## src/rtl/dmem_ctrl.sv

```systemverilog
// dmem_ctrl -- clocked data memory behind the load/store path.
//
// A DEPTH x 32-bit array with a single-outstanding valid/ready request port
// and a response that is held until the consumer takes it. Loads return
// byte/half/word data with sign or zero extension. Stores write through
// per-lane byte enables. Misaligned, out-of-range and illegal-size accesses
// are flagged and never touch the array. After every reset a hardware sweep
// zero-clears the array before the first request is accepted.
//
// Parameters:
//   DEPTH   number of 32-bit words (power of two, 4..4096)
//   ADDR_W  width of the byte address
//   RD_LAT  cycles from accept to resp_valid (1..4)
//
// Ports:
//   clk           rising-edge clock
//   reset         asynchronous, active-low reset
//   req_valid     request present
//   req_ready     controller can accept a request (IDLE only)
//   req_wr        1 = store, 0 = load
//   req_size      00 byte, 01 half, 10 word, 11 illegal
//   req_unsigned  zero-extend loads when 1, sign-extend when 0
//   req_addr      byte address
//   req_wdata     right-aligned store data
//   resp_valid    response present
//   resp_ready    consumer takes the response
//   resp_rdata    extended load data; 0 for stores and errors
//   resp_err      access was misaligned, out of range or illegal size
//   init_done     clear sweep complete
module dmem_ctrl #(
  parameter int DEPTH  = 64,
  parameter int ADDR_W = 32,
  parameter int RD_LAT = 1
) (
  input  logic              clk,
  input  logic              reset,
  input  logic              req_valid,
  output logic              req_ready,
  input  logic              req_wr,
  input  logic [1:0]        req_size,
  input  logic              req_unsigned,
  input  logic [ADDR_W-1:0] req_addr,
  input  logic [31:0]       req_wdata,
  output logic              resp_valid,
  input  logic              resp_ready,
  output logic [31:0]       resp_rdata,
  output logic              resp_err,
  output logic              init_done
);

  localparam int IDX_W = $clog2(DEPTH);
  localparam int CNT_W = 2;
  // One bit wider than the address so DEPTH*4 is representable even when
  // the array fills the whole address space.
  localparam logic [ADDR_W:0] ADDR_LIM = (ADDR_W + 1)'(DEPTH * 4);

  typedef enum logic [1:0] {
    INIT = 2'd0,
    IDLE = 2'd1,
    WAIT = 2'd2,
    RESP = 2'd3
  } state_t;

  logic [31:0]      mem [DEPTH];
  state_t           state;
  logic [IDX_W-1:0] init_idx;
  logic [CNT_W-1:0] wait_cnt;

  // Size/alignment legality; out-of-range is checked separately.
  function automatic logic size_err(input logic [1:0] size, input logic [1:0] lane);
    logic e;
    case (size)
      2'b00:   e = 1'b0;
      2'b01:   e = lane[0];
      2'b10:   e = |lane;
      default: e = 1'b1;
    endcase
    return e;
  endfunction

  // Byte enables for a store of the given size at the given lane.
  function automatic logic [3:0] store_be(input logic [1:0] size, input logic [1:0] lane);
    logic [3:0] be;
    case (size)
      2'b00:   be = 4'b0001 << lane;
      2'b01:   be = lane[1] ? 4'b1100 : 4'b0011;
      default: be = 4'b1111;
    endcase
    return be;
  endfunction

  // Replicate right-aligned store data across the lanes so the byte
  // enables alone pick what lands in the array.
  function automatic logic [31:0] store_data(input logic [1:0] size, input logic [31:0] wd);
    logic [31:0] d;
    case (size)
      2'b00:   d = {4{wd[7:0]}};
      2'b01:   d = {2{wd[15:0]}};
      default: d = wd;
    endcase
    return d;
  endfunction

  // Lane select plus sign/zero extension of a load.
  function automatic logic [31:0] load_extend(input logic [31:0] word,
                                              input logic [1:0]  size,
                                              input logic [1:0]  lane,
                                              input logic        uns);
    logic [31:0] sh;
    logic [7:0]  b;
    logic [15:0] h;
    logic [31:0] r;
    sh = word >> {lane, 3'b000};
    b  = sh[7:0];
    h  = lane[1] ? word[31:16] : word[15:0];
    case (size)
      2'b00:   r = {{24{b[7] & ~uns}}, b};
      2'b01:   r = {{16{h[15] & ~uns}}, h};
      default: r = word;
    endcase
    return r;
  endfunction

  // Request decode, valid only in the accept cycle.
  logic [IDX_W-1:0] req_idx;
  logic [1:0]       req_lane;
  logic             req_err;
  logic             accept;
  logic             store_en;
  logic [31:0]      load_result;

  always_comb begin
    req_idx     = req_addr[IDX_W+1:2];
    req_lane    = req_addr[1:0];
    req_err     = size_err(req_size, req_lane) | ({1'b0, req_addr} >= ADDR_LIM);
    accept      = req_valid & req_ready & (state == IDLE);
    store_en    = accept & req_wr & ~req_err;
    load_result = (req_wr | req_err) ? 32'd0
                : load_extend(mem[req_idx], req_size, req_lane, req_unsigned);
  end

  // Single write port shared by the clear sweep and committed stores; the
  // two never coincide because stores are only accepted in IDLE.
  logic             mem_we;
  logic [3:0]       mem_be;
  logic [IDX_W-1:0] mem_widx;
  logic [31:0]      mem_wd;

  always_comb begin
    mem_we   = store_en;
    mem_be   = store_be(req_size, req_lane);
    mem_widx = req_idx;
    mem_wd   = store_data(req_size, req_wdata);
    if (state == INIT) begin
      // Held in reset the sweep must not touch the array.
      mem_we   = reset;
      mem_be   = 4'b1111;
      mem_widx = init_idx;
      mem_wd   = 32'd0;
    end
  end

  // Array write stage (data only, no reset).
  always_ff @(posedge clk) begin
    if (mem_we) begin
      for (int b = 0; b < 4; b++) begin
        if (mem_be[b]) mem[mem_widx][8*b +: 8] <= mem_wd[8*b +: 8];
      end
    end
  end

  // Control FSM; the response is captured at the accept edge and held.
  always_ff @(posedge clk or negedge reset) begin
    if (!reset) begin
      state      <= INIT;
      init_idx   <= '0;
      wait_cnt   <= '0;
      req_ready  <= 1'b0;
      resp_valid <= 1'b0;
      resp_rdata <= 32'd0;
      resp_err   <= 1'b0;
      init_done  <= 1'b0;
    end else begin
      case (state)
        INIT: begin
          init_idx <= init_idx + 1'b1;
          if (init_idx == IDX_W'(DEPTH - 1)) begin
            state     <= IDLE;
            init_done <= 1'b1;
            req_ready <= 1'b1;
          end
        end
        IDLE: begin
          if (accept) begin
            req_ready  <= 1'b0;
            resp_rdata <= load_result;
            resp_err   <= req_err;
            wait_cnt   <= '0;
            if (RD_LAT == 1) begin
              state      <= RESP;
              resp_valid <= 1'b1;
            end else begin
              state <= WAIT;
            end
          end
        end
        WAIT: begin
          // RD_LAT-1 cycles here, so resp_valid lands RD_LAT after accept.
          if (wait_cnt == CNT_W'(RD_LAT - 2)) begin
            state      <= RESP;
            resp_valid <= 1'b1;
          end else begin
            wait_cnt <= wait_cnt + 1'b1;
          end
        end
        RESP: begin
          if (resp_ready) begin
            state      <= IDLE;
            resp_valid <= 1'b0;
            resp_rdata <= 32'd0;
            resp_err   <= 1'b0;
            req_ready  <= 1'b1;
          end
        end
        default: state <= INIT;
      endcase
    end
  end

endmodule

```

## config.mk

```make
export PLATFORM = sky130hd
export DESIGN_NAME = dmem_ctrl
export DESIGN_NICKNAME = d
export VERILOG_FILES = /design/src/rtl/dmem_ctrl.sv
export SDC_FILE = /design/constraint.sdc
export NUM_CORES = 2
export LEC_CHECK = 0
export CAP_MARGIN = 20
export CORE_MARGIN = 5
export CORE_UTILIZATION = 32
export DETAILED_ROUTE_END_ITERATION = 12
export PLACE_DENSITY = 0.44
export SETUP_SLACK_MARGIN = 0.3
export SLEW_MARGIN = 0
export SYNTH_ARGS = -nofsm -noshare
export SYNTH_HDL_FRONTEND = slang
export SYNTH_SLANG_ARGS = --single-unit
```

## constraint.sdc

```tcl
create_clock -name clk -period 3.7 [get_ports clk]
set_input_delay 0.74 -clock clk [delete_from_list [all_inputs] [get_ports clk]]
set_output_delay 0.74 -clock clk [all_outputs]
set_load 0.005 [all_outputs]
```

==> flow_metrics.py <==
metrics = {
    "setup_path": {
        "critPathKind": "reg2reg",
        "cp-end-kind": "flop",
        "cp-start-kind": "flop",
        "arrival_ns": 3.89,
        "cp_slowest_cell": "dfrtp_1",
        "cp_num_buf_inv": 7,
        "cp.required_ns": 4.30,
        "crit_path_frequent_cell": "buf_4",
        "crit_fanout": 8,
        "crit_family": "buffers and inverters",
        "cp_cell_sequence": "inv_1 -> ha_4 -> buf_4 -> mux2i_1 -> buf_4 -> nor3b_2 -> buf_4 -> nand2_1 -> buf_4 -> buf_4 -> nor2_1 -> buf_12",
        "slowest_delay_ns": 0.41,
    },
    "timing": {
        "tightest_slew_ns": 1.037,
        "skew_ns": 0.07383,
        "hold_violations": 0,
        "relSlewSlack_pct": 30.88,
        "drv_slew": 0,
        "post-route-period-util_pct": 88.72,
        "fin_crit_ns": 3.282,
        "setup_slack_ns": 0.4175,
        "max_freq_mhz": 304.6,
        "setup-violations-final": 0,
        "setup_tns_ns": 0,
        "grt_setup_unrepaired": "false",
    },
    "finish": {
        "nFillCells": 23630,
        "final_cells": 9069,
        "synthToLayoutAreaGrowth_pct": 23.98,
        "finalNetCount": 5436,
        "finish.instance_area_sq_um": 104100,
        "drive_above_1_share_pct": 31.19,
    },
    "flow_run": {
        "maxCapViolations": 0,
    },
    "yosys": {
        "syn-mean-instance-area_sq_um": 19.06,
        "yosysTopAreaCellShare_pct": 73.24,
        "synth-edff-count": 2048,
        "synthTopCellsByCount": "2048 x edfxtp_1, 390 x mux4_2, 344 x nor2_1",
        "synth_cells": 4405,
        "async_flop_share_pct": 2.197,
        "synth_compound_area_share_pct": 4.342,
        "synth_top_area_cell": "edfxtp_1",
        "synth_ff_type": "edfxtp_1",
        "ys_types": 77,
        "synth_top_family_by_area": "multiplexers",
        "synthXorXnorAreaFrac_pct": 0.05215,
        "syn-num-nets": 4483,
        "ys_ff_latch": 2094,
        "muxShareOfSynthArea_pct": 14.86,
        "yosysWarnings": 0,
        "synth_most_common_cell": "edfxtp_1",
        "synthAdderAreaFrac_pct": 0.08941,
        "syn_area_sq_um": 83970,
        "synthTopCellsByArea": "edfxtp_1 73%, mux4_2 10%, mux2i_1 3.5%, nor2_1 1.5%, dfrtp_1 1.4%",
        "synth-seq-area-share_pct": 74.61,
        "synthSimpleGateAreaFrac_pct": 3.870,
    },
    "pwr": {
        "pwr-share-comb_pct": 7.3,
        "peakVddDrop_mv": 0.3886,
        "clkPwrFrac_pct": 43.0,
        "switching_share_pct": 22.61,
        "power_uw": 52720,
        "p_switching_uw": 11920,
        "pwr-share-seq_pct": 49.7,
        "power_density_nw_per_um2": 506.4,
        "p_leak_uw": 0.03444,
        "p_int_uw": 40790,
    },
    "placed_design": {
        "portBuffers": 107,
        "post-place-cells": 8647,
        "dp_slack_ns": -0.4854,
        "dp.final_hpwl_um": 209800,
        "place_area_sq_um": 96610,
        "gp_congestion": 0.8691,
    },
    "detailed_routing": {
        "drc": 0,
        "drt_pre_antenna_iters": 5,
        "num_vias": 47760,
        "drt_wl_total_um": 295600,
        "viasPerCell": 5.266,
        "routedWlPerCell_um": 32.60,
        "drt_iter0_drc": 5081,
        "ant_nets": 0,
    },
    "cts": {
        "clock_sinks": 2094,
        "clockBufferDepth": 3,
        "htree_levels": 4,
        "cts_buffers": 219,
        "clkTransAtPathRegs_ns": 0.06,
        "cts_tree": "done",
        "clock-root-buffer": "clkbuf_16",
        "clk_latency_ns": 0.88,
    },
    "floorplan": {
        "die_area_sq_um": 272700,
        "io_pins": 108,
        "die_h_um": 522.2,
        "core_sq_um": 261800,
        "start_util_pct": 32.07,
        "die_w_um": 522.2,
        "row_count": 188,
    },
    "worst_hold_path": {
        "hp-class": "reg2reg",
    },
    "global_route": {
        "gr-usage-all-layers_pct": 21.32,
        "grt_max_degree": 65,
        "grt_pass1_wl_um": 403200,
        "overflow": 0,
        "grt_pass1_vias": 47400,
        "grt_antenna_before_repair": 25,
    },
    "run_status": {
        "run_status": "completed",
    },
}
[worst reg2reg max path, cell delays in order, from the launching register on]
cell     delay (ns)
dfrtp_1        0.41
inv_1          0.13
ha_4           0.24
buf_4          0.20
mux2i_1        0.24
buf_4          0.19
nor3b_2        0.19
buf_4          0.20
nand2_1        0.31
buf_4          0.32
buf_4          0.17
nor2_1         0.22
buf_12         0.17
[stage by stage]
step                hold WS [ns]  utilization, %
floorplan                 0.4444               -
global placement          0.4609           36.90
detailed placement        0.4880           36.90
CTS                       0.5021           39.73
global route              0.5325           39.76
finish                    0.4928           39.76
[final cells by class]
type	instances	area, sq um	area share (%)
diodes	8	20.02	0.01923
clock buffers	260	5697	5.472
clock inverters	149	1685	1.619
inverters	14	57.56	0.05529
multi-input cells	2031	19910	19.13
flip-flops and latches	2094	62650	60.18
well taps	3515	4398	4.225
repair buffers	998	9679	9.298
[registers in the layout (all words and copies together) (netlist names)]
register and count:
init_idx 6, resp_rdata 32, init_done 1, wait_cnt 2, state 2, resp_err 1
mem 2048, req_ready 1, resp_valid 1
[per-layer routing]
layer | vias up | GRT usage (%) | part of all wire (%)
met4 | 18 | 6.432 | 3.3
met2 | 1811 | 34.00 | 47
met3 | 378 | 3.894 | 6.3
li1 | 19960 | - | -
met1 | 25600 | 29.82 | 43
met5 | - | 0 | 0.052
[layout by cell type, fill, tap and decap left out, drive strengths merged, types with 12 or more instances in the layout]
master / synthesis / layout
clkinv: 1 / 102
a221oi: 60 / 60
edfxtp: 2048 / 2048
clkbuf: 113 / 260
nand3: 34 / 34
bufinv: 0 / 31
o21ai: 77 / 77
a21oi: 119 / 119
mux2: 25 / 25
a31oi: 39 / 39
dfrtp: 46 / 46
o22ai: 46 / 46
mux2i: 296 / 296
nor2b: 24 / 24
clkdlybuf4s50: 0 / 98
a22oi: 54 / 54
nor2: 344 / 344
a221o: 16 / 16
nand2: 244 / 244
inv: 13 / 21
buf: 153 / 899
mux4: 407 / 407
o211ai: 14 / 14
o31ai: 14 / 14
nand2b: 22 / 22
and3: 12 / 12
o221ai: 15 / 15
nor3: 23 / 23
[logic make-up after synthesis]
family,Yosys count
DFF,2094
and+or+nand+nor,758
muxes,728
AOI/OAI and AO/OA,534
buffers and inverters,280
adders and majority gates,6
xor gates and xnor gates,5
[what timing repair did]
| item | CTS | global route |
|---|---|---|
| resized for setup | 9 | 11 |
| pin swaps | 0 | 1 |
| setup buffers | 0 | 4 |
| hold buffers | 1 | 0 |
| hold endpoints to repair | 26 | 0 |
| setup endpoints to repair | 91 | 393 |
[power groups by stage]
| stage | registers, uW | clock network, uW | logic [uW] |
|---|---|---|---|
| floorplan | 26700 | 0 | 1670 |
| global placement | 26700 | 0 | 3890 |
| detailed placement | 26700 | 0 | 3890 |
| CTS | 26200 | 23100 | 3900 |
| global route | 26200 | 24100 | 4020 |
| finish | 26200 | 22700 | 3870 |
[worst paths after layout]
check                                     startpoint                         end  slack (ns)  cells past startpoint
max                             state[1]$_DFFE_PN0P_       mem[22][24]$_DFFE_PP_        0.42                     12
min                        resp_rdata[7]$_DFFE_PN0P_   resp_rdata[7]$_DFFE_PN0P_        0.49                      2
max reg2reg                     state[1]$_DFFE_PN0P_       mem[22][24]$_DFFE_PP_        0.42                     12
min reg2reg                resp_rdata[7]$_DFFE_PN0P_   resp_rdata[7]$_DFFE_PN0P_        0.49                      2
max in group asynchronous                      reset  resp_rdata[19]$_DFFE_PN0P_        2.69                      3
min in group asynchronous                      reset  resp_rdata[18]$_DFFE_PN0P_        0.56                      3
No activity file was read; power rests on OpenSTA's default activity.
